## config.mk

```make
export PLATFORM = sky130hd
export DESIGN_NAME = cc_obstacle_gen
export DESIGN_NICKNAME = d
export VERILOG_FILES = /design/src/rtl/cc_obstacle_gen.sv
export SDC_FILE = /design/constraint.sdc
export NUM_CORES = 1
export LEC_CHECK = 0
export ABC_AREA = 1
export CAP_MARGIN = 20
export CORE_ASPECT_RATIO = 0.75
export CORE_UTILIZATION = 55
export DETAILED_ROUTE_END_ITERATION = 8
export PLACE_DENSITY = 0.74
export SLEW_MARGIN = 20
export SYNTH_ARGS = -nofsm -noshare
export SYNTH_HDL_FRONTEND = slang
export SYNTH_SLANG_ARGS = --single-unit
```

## constraint.sdc

```tcl
create_clock -name CC_OBSGEN_CLOCK_50 -period 10.1 [get_ports CC_OBSGEN_CLOCK_50]
set_input_delay 2.02 -clock CC_OBSGEN_CLOCK_50 [delete_from_list [all_inputs] [get_ports CC_OBSGEN_CLOCK_50]]
set_output_delay 2.02 -clock CC_OBSGEN_CLOCK_50 [all_outputs]
set_load 0.02 [all_outputs]
```

## src/rtl/cc_obstacle_gen.sv

```systemverilog
// cc_obstacle_gen: 8-row scrolling obstacle field with LFSR hole rows, bottom-row tap and exit score.
// Define CC_OBSGEN_SPEEDUP_EN to shorten the step period as the score passes multiples of 16.
module cc_obstacle_gen #(
  parameter int NUMBER_DATAWIDTH = 8,
  parameter int NUMBER_ROWS = 8,
  parameter int STEP_DIV = 25000000,
  parameter logic [7:0] LFSR_SEED = 8'hA5,
  parameter int GAP_ROWS = 2
) (
  input  logic                        CC_OBSGEN_CLOCK_50,
  input  logic                        CC_OBSGEN_RESET_InHigh,
  input  logic                        CC_OBSGEN_start_In,
  input  logic                        CC_OBSGEN_crash_In,
  input  logic [2:0]                  CC_OBSGEN_rowsel_InBUS,
  output logic [NUMBER_DATAWIDTH-1:0] CC_OBSGEN_obs_OutBUS,
  output logic [NUMBER_DATAWIDTH-1:0] CC_OBSGEN_bottom_OutBUS,
  output logic                        CC_OBSGEN_step_Out,
  output logic [1:0]                  CC_OBSGEN_state_OutBUS,
  output logic [7:0]                  CC_OBSGEN_score_OutBUS
);
  localparam int CW = $clog2(STEP_DIV);
  localparam int GW = $clog2(GAP_ROWS + 2);
  localparam logic [7:0] SEED = (LFSR_SEED == 8'h00) ? 8'h01 : LFSR_SEED;
  typedef enum logic [1:0] {IDLE = 2'b00, RUN = 2'b01, OVER = 2'b10} stateT;
  stateT state, stateNext;
  logic [NUMBER_DATAWIDTH-1:0] rows [NUMBER_ROWS];
  logic [NUMBER_DATAWIDTH-1:0] newRow;
  logic [2*NUMBER_DATAWIDTH-1:0] holeMask;
  logic [7:0] lfsr, score;
  logic [CW-1:0] cnt, wrapVal;
  logic [GW-1:0] gapCnt;
  logic step, restart;
`ifdef CC_OBSGEN_SPEEDUP_EN
  logic [1:0] level, levelNow;
  assign wrapVal = CW'(STEP_DIV >> levelNow) - 1'b1;
  // a new level is latched into the live period only when the counter wraps
  always_ff @(posedge CC_OBSGEN_CLOCK_50 or posedge CC_OBSGEN_RESET_InHigh)
    if (CC_OBSGEN_RESET_InHigh) begin
      level <= '0;
      levelNow <= '0;
    end else if (restart) begin
      level <= '0;
      levelNow <= '0;
    end else begin
      if (step && |rows[NUMBER_ROWS-1] && score[3:0] == 4'hF && score != 8'hFF && level != 2'd3)
        level <= level + 1'b1;
      if (state == RUN && cnt == wrapVal) levelNow <= level;
    end
`else
  assign wrapVal = CW'(STEP_DIV - 1);
`endif
  always_ff @(posedge CC_OBSGEN_CLOCK_50 or posedge CC_OBSGEN_RESET_InHigh)
    if (CC_OBSGEN_RESET_InHigh) state <= IDLE;
    else state <= stateNext;
  always_comb begin
    stateNext = state;
    step = 1'b0;
    restart = 1'b0;
    if (state == RUN) begin
      stateNext = CC_OBSGEN_crash_In ? OVER : RUN;
      step = !CC_OBSGEN_crash_In && cnt == wrapVal;
    end else if (CC_OBSGEN_start_In) begin
      stateNext = RUN;
      restart = state == OVER;
    end
  end
  // two set bits rotated by h give the hole, wrapping bit 7 around to bit 0
  assign holeMask = {{(2*NUMBER_DATAWIDTH-2){1'b0}}, 2'b11} << lfsr[2:0];
  assign newRow = gapCnt < GW'(GAP_ROWS) ? '0
                : ~(holeMask[NUMBER_DATAWIDTH-1:0] | holeMask[2*NUMBER_DATAWIDTH-1:NUMBER_DATAWIDTH]);
  always_ff @(posedge CC_OBSGEN_CLOCK_50 or posedge CC_OBSGEN_RESET_InHigh)
    if (CC_OBSGEN_RESET_InHigh) begin
      for (int i = 0; i < NUMBER_ROWS; i++) rows[i] <= '0;
      lfsr <= SEED;
      cnt <= '0;
      gapCnt <= '0;
      score <= '0;
    end else begin
      if (state == RUN) cnt <= cnt == wrapVal ? '0 : cnt + 1'b1;
      else if (CC_OBSGEN_start_In) cnt <= '0;
      if (restart) begin
        for (int i = 0; i < NUMBER_ROWS; i++) rows[i] <= '0;
        gapCnt <= '0;
        score <= '0;
      end else if (step) begin
        rows[0] <= newRow;
        for (int i = 1; i < NUMBER_ROWS; i++) rows[i] <= rows[i-1];
        lfsr <= {lfsr[6:0], lfsr[7] ^ lfsr[5] ^ lfsr[4] ^ lfsr[3]};
        gapCnt <= gapCnt < GW'(GAP_ROWS) ? gapCnt + 1'b1 : '0;
        if (|rows[NUMBER_ROWS-1] && score != 8'hFF) score <= score + 1'b1;
      end
    end
  assign CC_OBSGEN_obs_OutBUS = rows[CC_OBSGEN_rowsel_InBUS];
  assign CC_OBSGEN_bottom_OutBUS = rows[NUMBER_ROWS-1];
  assign CC_OBSGEN_step_Out = step;
  assign CC_OBSGEN_state_OutBUS = state;
  assign CC_OBSGEN_score_OutBUS = score;
endmodule

```

==> results_dict.tcl <==
set metrics [dict create \
    yosysSeqAreaShare_pct 47.3 \
    num_antenna_cells 0 \
    vias 5075 \
    hpwlAfterDp_um 9650 \
    avgViaCountPerCell 5.74 \
    r2r-start "cnt[0]" \
    area_delta_synth_final_pct 9.77 \
    cp_slowest_cell "clkdlybuf4s50_1" \
    r2r_cells 10 \
    n_fill_cell 880 \
    p_leak_nw 2.80 \
    cts-root-buf "clkbuf_16" \
    drc 0 \
    rsz0062_at_grt "false" \
    ys_types 34 \
    hold_depth 2 \
    grt_pass1_wl_um 23300 \
    worstSkewPairLatency_ps 350 \
    clockBufferDepth 2 \
    drt-total-wl_um 14000 \
    grt_use_met2_pct 36.4 \
    nets 758 \
    path_cells "clkdlybuf4s50_1, inv_1, a21oi_1, o21ai_0, nand2_1, nor2_1, a31oi_1, clkdlybuf4s50_1" \
    std_cell_rows 31 \
    path_class "in2out" \
    drive_gt1_share_pct 5.72 \
    cts_tree "done" \
    slew_headroom_pct 46.4 \
    die_area_um2 10900 \
    cp_max_fo 17 \
    fin_crit_ps 6780 \
    worstSetupEndpointType "output port" \
    pwr-share-seq_pct 45.8 \
    synth_seq_cells 109 \
    drv_cap 0 \
    switching_share_pct 35.0 \
    cp_data_required_time_ps 8080 \
    pre_cts_ws_ps 3370 \
    setup_tns_ps 0 \
    final-seq-area_um2 2730 \
    synth-warning-count 0 \
    grt.busiest_layer "met1" \
    track_usage_pct 27.4 \
    die_h_um 90.7 \
    outcome "complete, no violations" \
    syn_inst 735 \
    postCtsSetupBuffers 0 \
    crit_cells 8 \
    h-tree-depth 3 \
    max_stage_delay_ps 950 \
    grtUsageMet3_pct 7.58 \
    port_buffers 33 \
    syn_area_um2 5770 \
    pwr-share-comb_pct 28.4 \
    overflow 0 \
    cts.sinks 109 \
    gp_congestion 0.943 \
    core_area_um2 9930 \
    numCtsBuffers 9 \
    crit_top_cell "clkdlybuf4s50_1" \
    hp-class "reg2reg" \
    drt_iter0_drc 682 \
    grt_max_degree 84 \
    r2r_setup_slack_ps 6780 \
    ys.flop_type "dfrtp_1" \
    detail_route.wl_per_cell_um 15.8 \
    cp.arrival_ps 4760 \
    p_switching_mw 0.436 \
    setup_viol 0 \
    critPathTopFamily "buffers and inverters" \
    syn_area_per_cell_um2 7.86 \
    min_to "lfsr[5]" \
    report.final.slew_viol_count 0 \
    finClkSkew_ps 7.83 \
    antenna_found_initial 0 \
    grt_use_met1_pct 43.5 \
    synth_edf_count 0 \
    hold_violations 0 \
    die_x_um 120 \
    initial_core_util_pct 58.2 \
    fin_ws_ps 3320 \
    postRouteAntennaNets 0 \
    first_pass_iters 5 \
    clk_pin_slew_ps 60 \
    ios 34 \
    r2r_end "rows[61]" \
    grt_pass1_vias 4593 \
    ctsResizeCount 0 \
    p_int_mw 0.811 \
    min_period_over_period_pct 67.1 \
    multi_input_area_um2 2380 \
    p_clk_share_pct 25.8 \
    fmax_mhz 148 \
    power.total_mw 1.25 \
    min_from "lfsr[5]" \
    power_per_cell_area_nw_per_um2 197 \
    ir_drop_mv 0.116 \
    synth_fp_nets 746 \
    crit_path_start_kind "input pin" \
    hold_buffers 0 \
    critical_path_buf_inv_count 3 \
    ys_async_sr_fraction_pct 100 \
    tightest_slew_ps 803 \
]
[per-stage QoR]
step | utilization (%) | instances | instance area, µm² | hold slack [ps]
detailed placement | 61.1 | 868 | 6070 | 478
floorplan | - | 735 | 5770 | 443
CTS | 63.8 | 884 | 6330 | 484
global placement | 61.1 | 868 | 6070 | 455
finish | 63.8 | 884 | 6340 | 485
global route | 63.8 | 884 | 6340 | 522
[state kept, by name, summed over array words and instances, names as in the netlist]
register	count
rows	56
cnt	25
CC_OBSGEN_bottom_OutBUS	8
CC_OBSGEN_score_OutBUS	8
lfsr	8
CC_OBSGEN_state_OutBUS	2
gapCnt	2
[power by group through the flow]
stage               Sequential, mW  Combinational [mW]  Clock, mW
global route                 0.582               0.392      0.344
global placement             0.575               0.342          0
CTS                          0.571               0.351      0.327
finish                       0.572               0.354      0.322
detailed placement           0.578               0.349          0
floorplan                    0.578               0.229          0
[how the worst max path moves through the flow]
stage | startpoint | endpoint | slack [ps]
3_5_place_dp | CC_OBSGEN_rowsel_InBUS[1] | CC_OBSGEN_obs_OutBUS[2] | 3370
6_report | CC_OBSGEN_rowsel_InBUS[1] | CC_OBSGEN_obs_OutBUS[1] | 3320
5_1_grt | CC_OBSGEN_rowsel_InBUS[1] | CC_OBSGEN_obs_OutBUS[3] | 3150
3_3_place_gp | CC_OBSGEN_rowsel_InBUS[1] | CC_OBSGEN_obs_OutBUS[1] | 3430
4_1_cts | CC_OBSGEN_rowsel_InBUS[1] | CC_OBSGEN_obs_OutBUS[2] | 3350
2_1_floorplan | CC_OBSGEN_rowsel_InBUS[1] | CC_OBSGEN_obs_OutBUS[5] | 4950
[cell families after synthesis]
logic type	after synthesis	share of synthesized area (%)
AOI/OAI and AO/OA	171	17.0
xor gates and xnor gates	14	2.12
adders and majority gates	4	0.867
buffers and inverters	150	11.5
DFF	109	47.3
and+or+nand+nor	287	21.3
[per-layer routing]
layer	up-vias	wire length, µm
met5	-	0
met4	0	167
met3	17	1400
met2	236	5620
met1	2407	6810
li1	2415	-
[cell usage after synthesis, types with 3 or more instances]
master      n  area [µm²]
o22ai_2     7        87.6
nand2_1   156         586
buf_4      12        90.1
a21oi_1    33         165
dfstp_2     4         105
nand4_1    14        87.6
buf_6       6        67.6
nand2_2     3        18.8
clkbuf_1   12        45.0
nor2_1     61         229
nor2_2      3        18.8
nor3_1      4        20.0
o22ai_1    43         269
xnor2_1     4        35.0
ha_1        4        50.1
xor2_1     10        87.6
o21ai_0    66         330
o21ai_1    11        55.1
nand3_1    40         200
buf_2       6        30.0
inv_1     110         413
a31oi_1     8        50.1
dfrtp_1   105        2630
[worst min-delay path: cells and delay by family, from the launching register on]
family | cells | cell delay, ps
flops | 1 | 380
simple gates | 2 | 110
[layout by cell type, fill, tap and decap left out]
cell type / instances
o21ai_1: 11
ha_1: 4
o22ai_2: 7
inv_4: 1
o21ai_0: 66
a31oi_1: 8
nand2_1: 156
inv_2: 2
xnor2_1: 4
nor2_4: 1
clkbuf_8: 1
nor3_2: 1
o31ai_1: 2
nand2_2: 3
inv_1: 109
o21bai_1: 1
dfrtp_1: 105
clkinv_1: 1
nor3_1: 4
nand4_1: 14
clkbuf_16: 9
nand3_4: 1
nor2_1: 61
nor2_2: 3
a21oi_1: 33
dfstp_2: 4
clkbuf_1: 3
o22ai_1: 43
clkdlybuf4s50_1: 33
nand3_1: 40
nand2_4: 1
buf_6: 1
clkinv_2: 4
nand3b_1: 1
buf_4: 3
nand3_2: 1
xor2_1: 10
[layout make-up]
class,count,share of cell area (%)
Clock buffer,13,3.95
Clock inverter,3,0.237
Inverter,114,6.81
Multi-Input combinational cell,476,37.5
Sequential cell,109,43.1
Tap cell,132,2.61
Timing Repair Buffer,37,5.74
Power figures use the tool's default switching activity.
